<file path="config.mk">
export PLATFORM = sky130hd
export DESIGN_NAME = mult_accumulator
export DESIGN_NICKNAME = d
export VERILOG_FILES = /design/src/rtl/mult_pkg.sv /design/src/rtl/mult_accumulator_multiplier.sv /design/src/rtl/mult_accumulator.sv
export SDC_FILE = /design/constraint.sdc
export NUM_CORES = 1
export LEC_CHECK = 0
export CAP_MARGIN = 30
export CELL_PAD_IN_SITES_DETAIL_PLACEMENT = 2
export CELL_PAD_IN_SITES_GLOBAL_PLACEMENT = 2
export CORE_MARGIN = 3
export CORE_UTILIZATION = 30
export CTS_CLUSTER_SIZE = 16
export DETAILED_ROUTE_END_ITERATION = 12
export GPL_ROUTABILITY_DRIVEN = 0
export GPL_TIMING_DRIVEN = 1
export PLACE_DENSITY = 0.79
export SLEW_MARGIN = 10
export SYNTH_ARGS = -nofsm -noshare
export SYNTH_HDL_FRONTEND = slang
export SYNTH_SLANG_ARGS = --single-unit
</file>
<file path="constraint.sdc">
create_clock -name clk -period 3.4 [get_ports clk]
set_clock_uncertainty 0.2 [all_clocks]
set_input_delay 0.68 -clock clk [delete_from_list [all_inputs] [get_ports clk]]
set_output_delay 0.68 -clock clk [all_outputs]
set_load 0.03 [all_outputs]
</file>
<file path="src/rtl/mult_pkg.sv">
`default_nettype none
// ============================================================================
//  Module   : mult_pkg
//  Brief    : Shared types and constants for the multiplier / accumulator path
//  Revision : 1.0  initial release
// ============================================================================
package mult_pkg;

    // Accumulator controller states
    typedef enum logic [0:0] {
        ACCUM = 1'b0,
        HOLD  = 1'b1
    } state_t;

    // Width of the 2x2 unsigned product (max 3*3 = 9)
    localparam int PROD_W = 4;

    // Accumulator width needed to hold n maximal products without wrapping
    function automatic int acc_width(input int n);
        return $clog2(9 * n + 1);
    endfunction

endpackage : mult_pkg
`default_nettype wire

</file>
<file path="src/rtl/mult_accumulator_multiplier.sv">
`default_nettype none
// ============================================================================
//  Module   : multiplier
//  Brief    : Combinational 2x2 unsigned multiplier (shift-and-add of two
//             partial products)
//  Revision : 1.0  initial release
// ============================================================================
module multiplier
    import mult_pkg::*;
(
    input  logic [1:0]        A,
    input  logic [1:0]        B,
    output logic [PROD_W-1:0] O
);

    logic [1:0] pp0;
    logic [1:0] pp1;

    // Partial products: A gated by each bit of B, second one weighted by 2
    always_comb begin
        pp0 = A & {2{B[0]}};
        pp1 = A & {2{B[1]}};
        O   = {2'b00, pp0} + {1'b0, pp1, 1'b0};
    end

endmodule : multiplier
`default_nettype wire

</file>
<file path="src/rtl/mult_accumulator.sv">
`default_nettype none
// ============================================================================
//  Module   : mult_accumulator
//  Brief    : Accepts 2-bit operand pairs, sums N consecutive products into one
//             batch result and offers it on an output valid/ready handshake.
//             Sticky overflow flags any wrap of the ACC_W-bit accumulator.
//  Revision : 1.0  initial release
// ============================================================================
module mult_accumulator
    import mult_pkg::*;
#(
    parameter int N     = 4,
    parameter int ACC_W = 6
) (
    input  logic             clk,
    input  logic             rst_n,
    input  logic             clr,
    input  logic             in_valid,
    output logic             in_ready,
    input  logic [1:0]       a,
    input  logic [1:0]       b,
    output logic             out_valid,
    input  logic             out_ready,
    output logic [ACC_W-1:0] sum,
    output logic             overflow
);

    localparam int CNT_W = $clog2(N);
    // Adder is wide enough for both operands plus one carry bit, so an
    // accumulator narrower than the product still detects wrap correctly.
    localparam int SUM_W = ((ACC_W > PROD_W) ? ACC_W : PROD_W) + 1;
    localparam logic [CNT_W-1:0] CNT_LAST = CNT_W'(N - 1);

    // Out-of-range batch size is rejected while elaborating
    if (N < 2 || N > 15) begin : g_n_range_check
        $error("mult_accumulator: N must be in 2..15");
    end

    state_t             state_q, state_d;
    logic [ACC_W-1:0]   acc_q, acc_d;
    logic [CNT_W-1:0]   cnt_q, cnt_d;
    logic               ovf_q, ovf_d;

    logic [PROD_W-1:0]  prod;
    logic [SUM_W-1:0]   add_full;
    logic [ACC_W-1:0]   add_sum;
    logic               add_carry;

    multiplier u_multiplier (
        .A (a),
        .B (b),
        .O (prod)
    );

    // Running sum plus current product; any bit above ACC_W-1 is a wrap
    always_comb begin
        add_full  = SUM_W'(acc_q) + SUM_W'(prod);
        add_sum   = add_full[ACC_W-1:0];
        add_carry = |add_full[SUM_W-1:ACC_W];
    end

    // State register
    always_ff @(posedge clk or negedge rst_n) begin
        if (!rst_n) begin
            state_q <= ACCUM;
        end else begin
            state_q <= state_d;
        end
    end

    // Datapath registers: accumulator, pair counter, sticky overflow
    always_ff @(posedge clk or negedge rst_n) begin
        if (!rst_n) begin
            acc_q <= '0;
            cnt_q <= '0;
            ovf_q <= 1'b0;
        end else begin
            acc_q <= acc_d;
            cnt_q <= cnt_d;
            ovf_q <= ovf_d;
        end
    end

    // Next state and datapath update; clr overrides everything, dropping any
    // pair offered in the same cycle and discarding a held result
    always_comb begin
        state_d = state_q;
        acc_d   = acc_q;
        cnt_d   = cnt_q;
        ovf_d   = ovf_q;
        if (clr) begin
            state_d = ACCUM;
            acc_d   = '0;
            cnt_d   = '0;
            ovf_d   = 1'b0;
        end else begin
            case (state_q)
                ACCUM: begin
                    if (in_valid) begin
                        acc_d = add_sum;
                        ovf_d = ovf_q | add_carry;
                        if (cnt_q == CNT_LAST) begin
                            cnt_d   = '0;
                            state_d = HOLD;
                        end else begin
                            cnt_d = cnt_q + CNT_W'(1);
                        end
                    end
                end
                HOLD: begin
                    if (out_ready) begin
                        state_d = ACCUM;
                        acc_d   = '0;
                        ovf_d   = 1'b0;
                    end
                end
                default: begin
                    state_d = ACCUM;
                end
            endcase
        end
    end

    // Handshake outputs decoded from state; sum shows the running accumulator
    always_comb begin
        in_ready  = (state_q == ACCUM);
        out_valid = (state_q == HOLD);
        sum       = acc_q;
        overflow  = ovf_q;
    end

endmodule : mult_accumulator
`default_nettype wire
</file>
==> reports/metrics.cfg, run 1 <==
[yosys]
syn_nets=84
synth_warnings=0
synth_cell_types=21
avgSynthCellArea_um2=10.2
ys_ff_latch=10
netlist_area_um2=682
ys_seq_area_frac=0.367
netlist_instances=67

[floorplan]
fp.dieW_um=53.7
die_area_um2=2880
ioPinCount=18
core_um2=2060
fp.dieH_um=53.7
start_util=0.331
rows=16

[placement]
dp_hpwl_mm=1.41
portBuffers=17

[finish]
final_common_cell=clkdlybuf4s50_1
num_antenna_cells=0
nFillCells=232
final_layout_size_suffix_gt1_frac=0.105
syn2layout_area_growth_pct=31.9
fin_nets=104
seq_area_um2=250
multi_input_area_um2=383
layout_common_cells=17 x clkdlybuf4s50_1, 10 x dfrtp_1, 7 x inv_1

[global_routing]
grt_pass1_wl_mm=2.95
grt_start_max_net_pins=14
antenna_found_initial=0
grt_usage=0.145
grt_pass1_vias=615
gr-total-overflow=0

[worst_setup_path]
crit_path_frequent_cell=fa_1
r2r-end=sum[5]$_DFFE_PN0P_
start_kind=input port
crit_chain=clkdlybuf4s50_1 > and2_1 > fa_1 > ha_1 > inv_1 > fa_1 > nand2b_1 > a221oi_2 > mux2i_1
cp_slowest_cell=fa_1
r2r-start=sum[1]$_DFFE_PN0P_
rrSetupSlack_ns=0.89
arrival_ns=3.05
end_kind=flop
worstPathMaxFanout=2
reg2reg_depth=7
timing.critical_path.buf_inv=2
required_ns=3.39
critPathLaunch=a[0]
cp_slowest_stage_delay_ns=0.51
critPathTopFamily=adder cells
worstSetupPathType=input port to flop

[sta]
fin_crit_sh=0.897
setup_viol=0
worst_pin_slew_ns=0.605
drv_slew=0
max_clock_freq_ghz=0.328
fin_setup_tns_ns=0
rsz0062_at_grt=false
max_slew_margin=0.597
fin_crit_ns=3.05
whs_ns=0.321
final_hold_viol_count=0

[worst_hold_path]
hold_end=overflow$_DFFE_PN0P_
hold_depth=1
hold_start=overflow$_DFFE_PN0P_
hp-class=flop to flop

[cts]
clk_pin_slew_worst_paths_ns=0.07
cts_sinks=10
numCtsBuffers=3
cts_tree=done
clockBufferDepth=2
clock-root-buffer=clkbuf_4
clock_latency_ns=0.27
post-cts-setup-buffer-count=0
holdBufCountCts=0
cts.repair.resized=0
htreeDepth=1

[detailed_routing]
wl_per_cell_um=15.2
wirelength_mm=1.71
drc=0
first_iter_violations=5
drt_pass1_iterations=4
via_count=548
ant_nets=0
viasPerCell=4.85

[power]
irDropWorstVdd_mv=0.198
p_leak_nw=0.397
powerDensity_nw_per_um2=398

[outcome]
status=complete, no violations

[run]
maxCapViolCount=0

flip-flops by register name, indices dropped and copies added, names as in the netlist:
name / cells
out_valid: 1
sum: 6
cnt_q: 2
overflow: 1
logic make-up (layout without fill, tap and decap cells):
group           after synthesis  in the layout  synth area share
compound gates               10             10             0.132
fa+ha+maj                     8              8             0.169
buf+inv                       9             28            0.0716
flops                        10             10             0.367
mux                           4              4            0.0587
simple gates                 26             26             0.202
layer usage:
metal	wire, µm	vias to the layer above	track usage	share of wire
li1	-	267	-	-
met1	711	266	0.171	0.41
met2	921	15	0.246	0.54
met3	80	0	0.0526	0.047
met4	0	0	0.0383	0
met5	0	-	0	0
where the power goes:
group	switching [W]	total [W]	internal (W)
Combinational	0.0000606	0.000110	0.0000495
Clock	0.0000428	0.000108	0.0000651
Sequential	0.0000104	0.000140	0.000130
metrics by stage:
stage / setup slack, ns / utilization / instances / power (W) / instance area [µm²]
2_1_floorplan: 0.641 / - / 67 / 0.000209 / 682
3_3_place_gp: 0.132 / 0.419 / 109 / 0.000253 / 863
3_5_place_dp: 0.0359 / 0.419 / 109 / 0.000255 / 863
4_1_cts: 0.342 / 0.436 / 113 / 0.000367 / 900
5_1_grt: 0.202 / 0.436 / 113 / 0.000386 / 900
6_report: 0.349 / 0.436 / 113 / 0.000358 / 900
synthesized netlist by cell type (all sizes together):
library cell   n  area, µm²
and3           1       6.26
ha             6       75.1
dfrtp         10        250
inv            7       26.3
a21oi          2       13.8
fa             2       40.0
o22a           1       8.76
nor2           5       18.8
a22o           1       8.76
nand2b         4       32.5
o21ai          3       15.0
a221oi         1       15.0
mux2i          4       40.0
o41ai          1       16.3
a22oi          1       12.5
nand2          5       18.8
nand3          6       30.0
buf            2       22.5
and2           5       31.3
worst max-delay path by stage:
stage / endpoint / slack, ns / cells after the start
finish: sum[5]$_DFFE_PN0P_ / 0.35 / 9
global route: sum[5]$_DFFE_PN0P_ / 0.20 / 9
CTS: sum[5]$_DFFE_PN0P_ / 0.34 / 9
detailed placement: sum[5]$_DFFE_PN0P_ / 0.04 / 9
global placement: sum[5]$_DFFE_PN0P_ / 0.13 / 9
floorplan: sum[5]$_DFFE_PN0P_ / 0.64 / 8
final cells by class:
cell class,instances,share of cell area
Timing Repair Buffer,17,0.189
Multi-Input combinational cell,48,0.426
Inverter,7,0.0292
Clock buffer,4,0.0403
Sequential cell,10,0.278
Tap cell,27,0.0376
No activity file was read; power rests on OpenSTA's default activity.
==> inputs of run 2 (changes only) <==
GPL_TIMING_DRIVEN = unset   (was 1)
==> results of run 2 <==
The final DEF is identical to that of run 1; final timing and power are the same.
==> inputs of run 3 (changes only) <==
--- a/config.mk
+++ b/config.mk
@@ -19,2 +19,3 @@
 export SYNTH_HDL_FRONTEND = slang
 export SYNTH_SLANG_ARGS = --single-unit
+export TNS_END_PERCENT = 20
==> constraint.sdc (replaced) <==
create_clock -name clk -period 3.4 [get_ports clk]
set_clock_uncertainty 0.2 [all_clocks]
set_input_delay 0.34 -clock clk [delete_from_list [all_inputs] [get_ports clk]]
set_output_delay 0.34 -clock clk [all_outputs]
set_load 0.03 [all_outputs]
==> run 3 against run 2 <==
Die area stayed put. Critical path type unchanged. Non-clock buffer count stayed put. Wire length is 1.9% lower. Design area stayed put. First-iteration DRC count is 40% higher. Highest routed layer is now met4. Via count is 2.6% lower.
==> reports/metrics.cfg, run 3 (synthesis gave the netlist of run 1 again) <==
[cts]
cts_tree=done
holdBufCountCts=0  ; unchanged
numCtsBuffers=3  ; unchanged
cts.repair.resized=0  ; unchanged
clock_latency_ns=0.27  ; about the same
clockBufferDepth=2  ; unchanged
htreeDepth=1  ; unchanged
post-cts-setup-buffer-count=0  ; unchanged
clk_pin_slew_worst_paths_ns=0.07  ; about the same
cts_sinks=10  ; unchanged
clock-root-buffer=clkbuf_4

[detailed_routing]
wirelength_mm=1.68  ; -1.9%
drc=0  ; unchanged
ant_nets=0  ; unchanged
first_iter_violations=7  ; +2
viasPerCell=4.73  ; -2.6%
highest_layer=met4
via_count=534  ; -2.6%
wl_met1_um=746  ; +4.9%
routed-wl-met2_um=850  ; -7.7%
wl_met3_um=71  ; -11%
drt_pass1_iterations=4  ; unchanged
wl_per_cell_um=14.9  ; -1.9%

[power]
seqPwrFrac=0.388  ; -0.003
irDropWorstVdd_mv=0.203  ; +2.8%
power_frac_comb=0.313  ; +0.005
p_switching_w=0.000115  ; +1.3%
internal_power_w=0.000246  ; +0.66%
powerDensity_nw_per_um2=401  ; +0.85%
swShare=0.319  ; +0.00128
p_leak_nw=0.397  ; unchanged
clockPowerShare=0.298  ; -0.003

[finish]
seq_area_um2=250  ; unchanged
utilization=0.436  ; unchanged
nFillCells=228  ; -1.7%
num_antenna_cells=0  ; unchanged
multi_input_area_um2=383  ; unchanged
layout_common_cells=17 x clkdlybuf4s50_1, 10 x dfrtp_1, 7 x inv_1
final_common_cell=clkdlybuf4s50_1
fin_nets=104  ; unchanged
largest_register_ffs=6  ; unchanged
final_layout_size_suffix_gt1_frac=0.105  ; unchanged
syn2layout_area_growth_pct=31.9  ; unchanged

[worst_setup_path]
crit_path_frequent_cell=fa_1
start_kind=input port
worstSetupPathType=input port to flop
r2r-end=sum[5]$_DFFE_PN0P_
end_kind=flop
cp_slowest_stage_delay_ns=0.52  ; about the same
worstPathMaxFanout=2  ; unchanged
cp_slowest_cell=fa_1
reg2reg_depth=7  ; unchanged
critPathTopFamily=adder cells
required_ns=3.40  ; about the same
rrSetupSlack_ns=0.83  ; -0.06 ns
timing.critical_path.buf_inv=2  ; unchanged
arrival_ns=2.78  ; -0.27 ns
crit_chain=clkdlybuf4s50_1 > and2_1 > fa_1 > ha_1 > inv_1 > fa_1 > nand2b_1 > a221oi_2 > mux2i_1
r2r-start=sum[1]$_DFFE_PN0P_

[global_routing]
grt_start_max_net_pins=14  ; unchanged
grt_usage=0.146  ; +0.000578
grt_pass1_wl_mm=2.94  ; -0.24%
grt_pass1_vias=631  ; +2.6%
antenna_found_initial=0  ; unchanged
gr-total-overflow=0  ; unchanged

[floorplan]
fp.dieW_um=53.7  ; unchanged
rows=16  ; unchanged
start_util=0.331  ; unchanged
ioPinCount=18  ; unchanged
core_um2=2060  ; unchanged
fp.dieH_um=53.7  ; unchanged
die_area_um2=2880  ; unchanged

[sta]
fin_crit_sh=0.818  ; -0.0795
rsz0062_at_grt=false
setup_viol=0  ; unchanged
fin_setup_tns_ns=0  ; unchanged
fin_crit_ns=2.78  ; -0.270 ns
max_clock_freq_ghz=0.360  ; +9.7%
max_slew_margin=0.603  ; +0.00650
final_hold_viol_count=0  ; unchanged
drv_slew=0  ; unchanged
worst_pin_slew_ns=0.595  ; -0.00976 ns

[placement]
dp_hpwl_mm=1.43  ; +1.8%
portBuffers=17  ; unchanged

[worst_hold_path]
hp-class=input port to asynchronous set/reset pin

[outcome]
status=complete, no violations

[run]
maxCapViolCount=0  ; unchanged

-- run 3: cell counts in the layout (fill, tap and decap cells not counted) --
No cell type changed its count.
-- run 3: worst max-delay path by stage --
stage                       start                 end  slack, ns  cells past startpoint
2_1_floorplan  sum[1]$_DFFE_PN0P_  sum[5]$_DFFE_PN0P_       0.90                      7
3_3_place_gp                 a[0]  sum[5]$_DFFE_PN0P_       0.42                      9
3_5_place_dp                 a[0]  sum[5]$_DFFE_PN0P_       0.32                      9
4_1_cts                      a[0]  sum[5]$_DFFE_PN0P_       0.59                      9
5_1_grt                      a[0]  sum[5]$_DFFE_PN0P_       0.51                      9
6_report                     a[0]  sum[5]$_DFFE_PN0P_       0.62                      9
-- run 3: layer usage --
layer  global-route usage  vias up
met1                0.169      253
met2                0.252       11
met5                    0        -
met3               0.0416        2
li1                     -      268
met4               0.0511        0
-- run 3: power by group through the flow --
| stage | clock (W) | combinational, W | sequential, W |
|---|---|---|---|
| floorplan | 0 | 0.0000515 | 0.000158 |
| global placement | 0 | 0.000112 | 0.000142 |
| detailed placement | 0 | 0.000116 | 0.000143 |
| CTS | 0.000113 | 0.000116 | 0.000141 |
| global route | 0.000119 | 0.000127 | 0.000143 |
| finish | 0.000108 | 0.000113 | 0.000140 |
-- run 3: layout make-up --
type / instances / share of cell area
timing repair buffer: 17 / 0.189
inverter: 7 / 0.0292
clock buffer: 4 / 0.0403
tap: 27 / 0.0376
multi-input combinational: 48 / 0.426
sequential: 10 / 0.278
-- run 3: stage by stage --
stage / power, W / setup WS [ns] / hold slack, ns / area, µm² / instances
2_1_floorplan: 0.000209 / 0.904 / -0.156 / 682 / 67
3_3_place_gp: 0.000254 / 0.422 / 0.298 / 863 / 109
3_5_place_dp: 0.000260 / 0.318 / 0.309 / 863 / 109
4_1_cts: 0.000370 / 0.594 / 0.207 / 900 / 113
5_1_grt: 0.000389 / 0.514 / 0.222 / 900 / 113
6_report: 0.000361 / 0.619 / 0.200 / 900 / 113
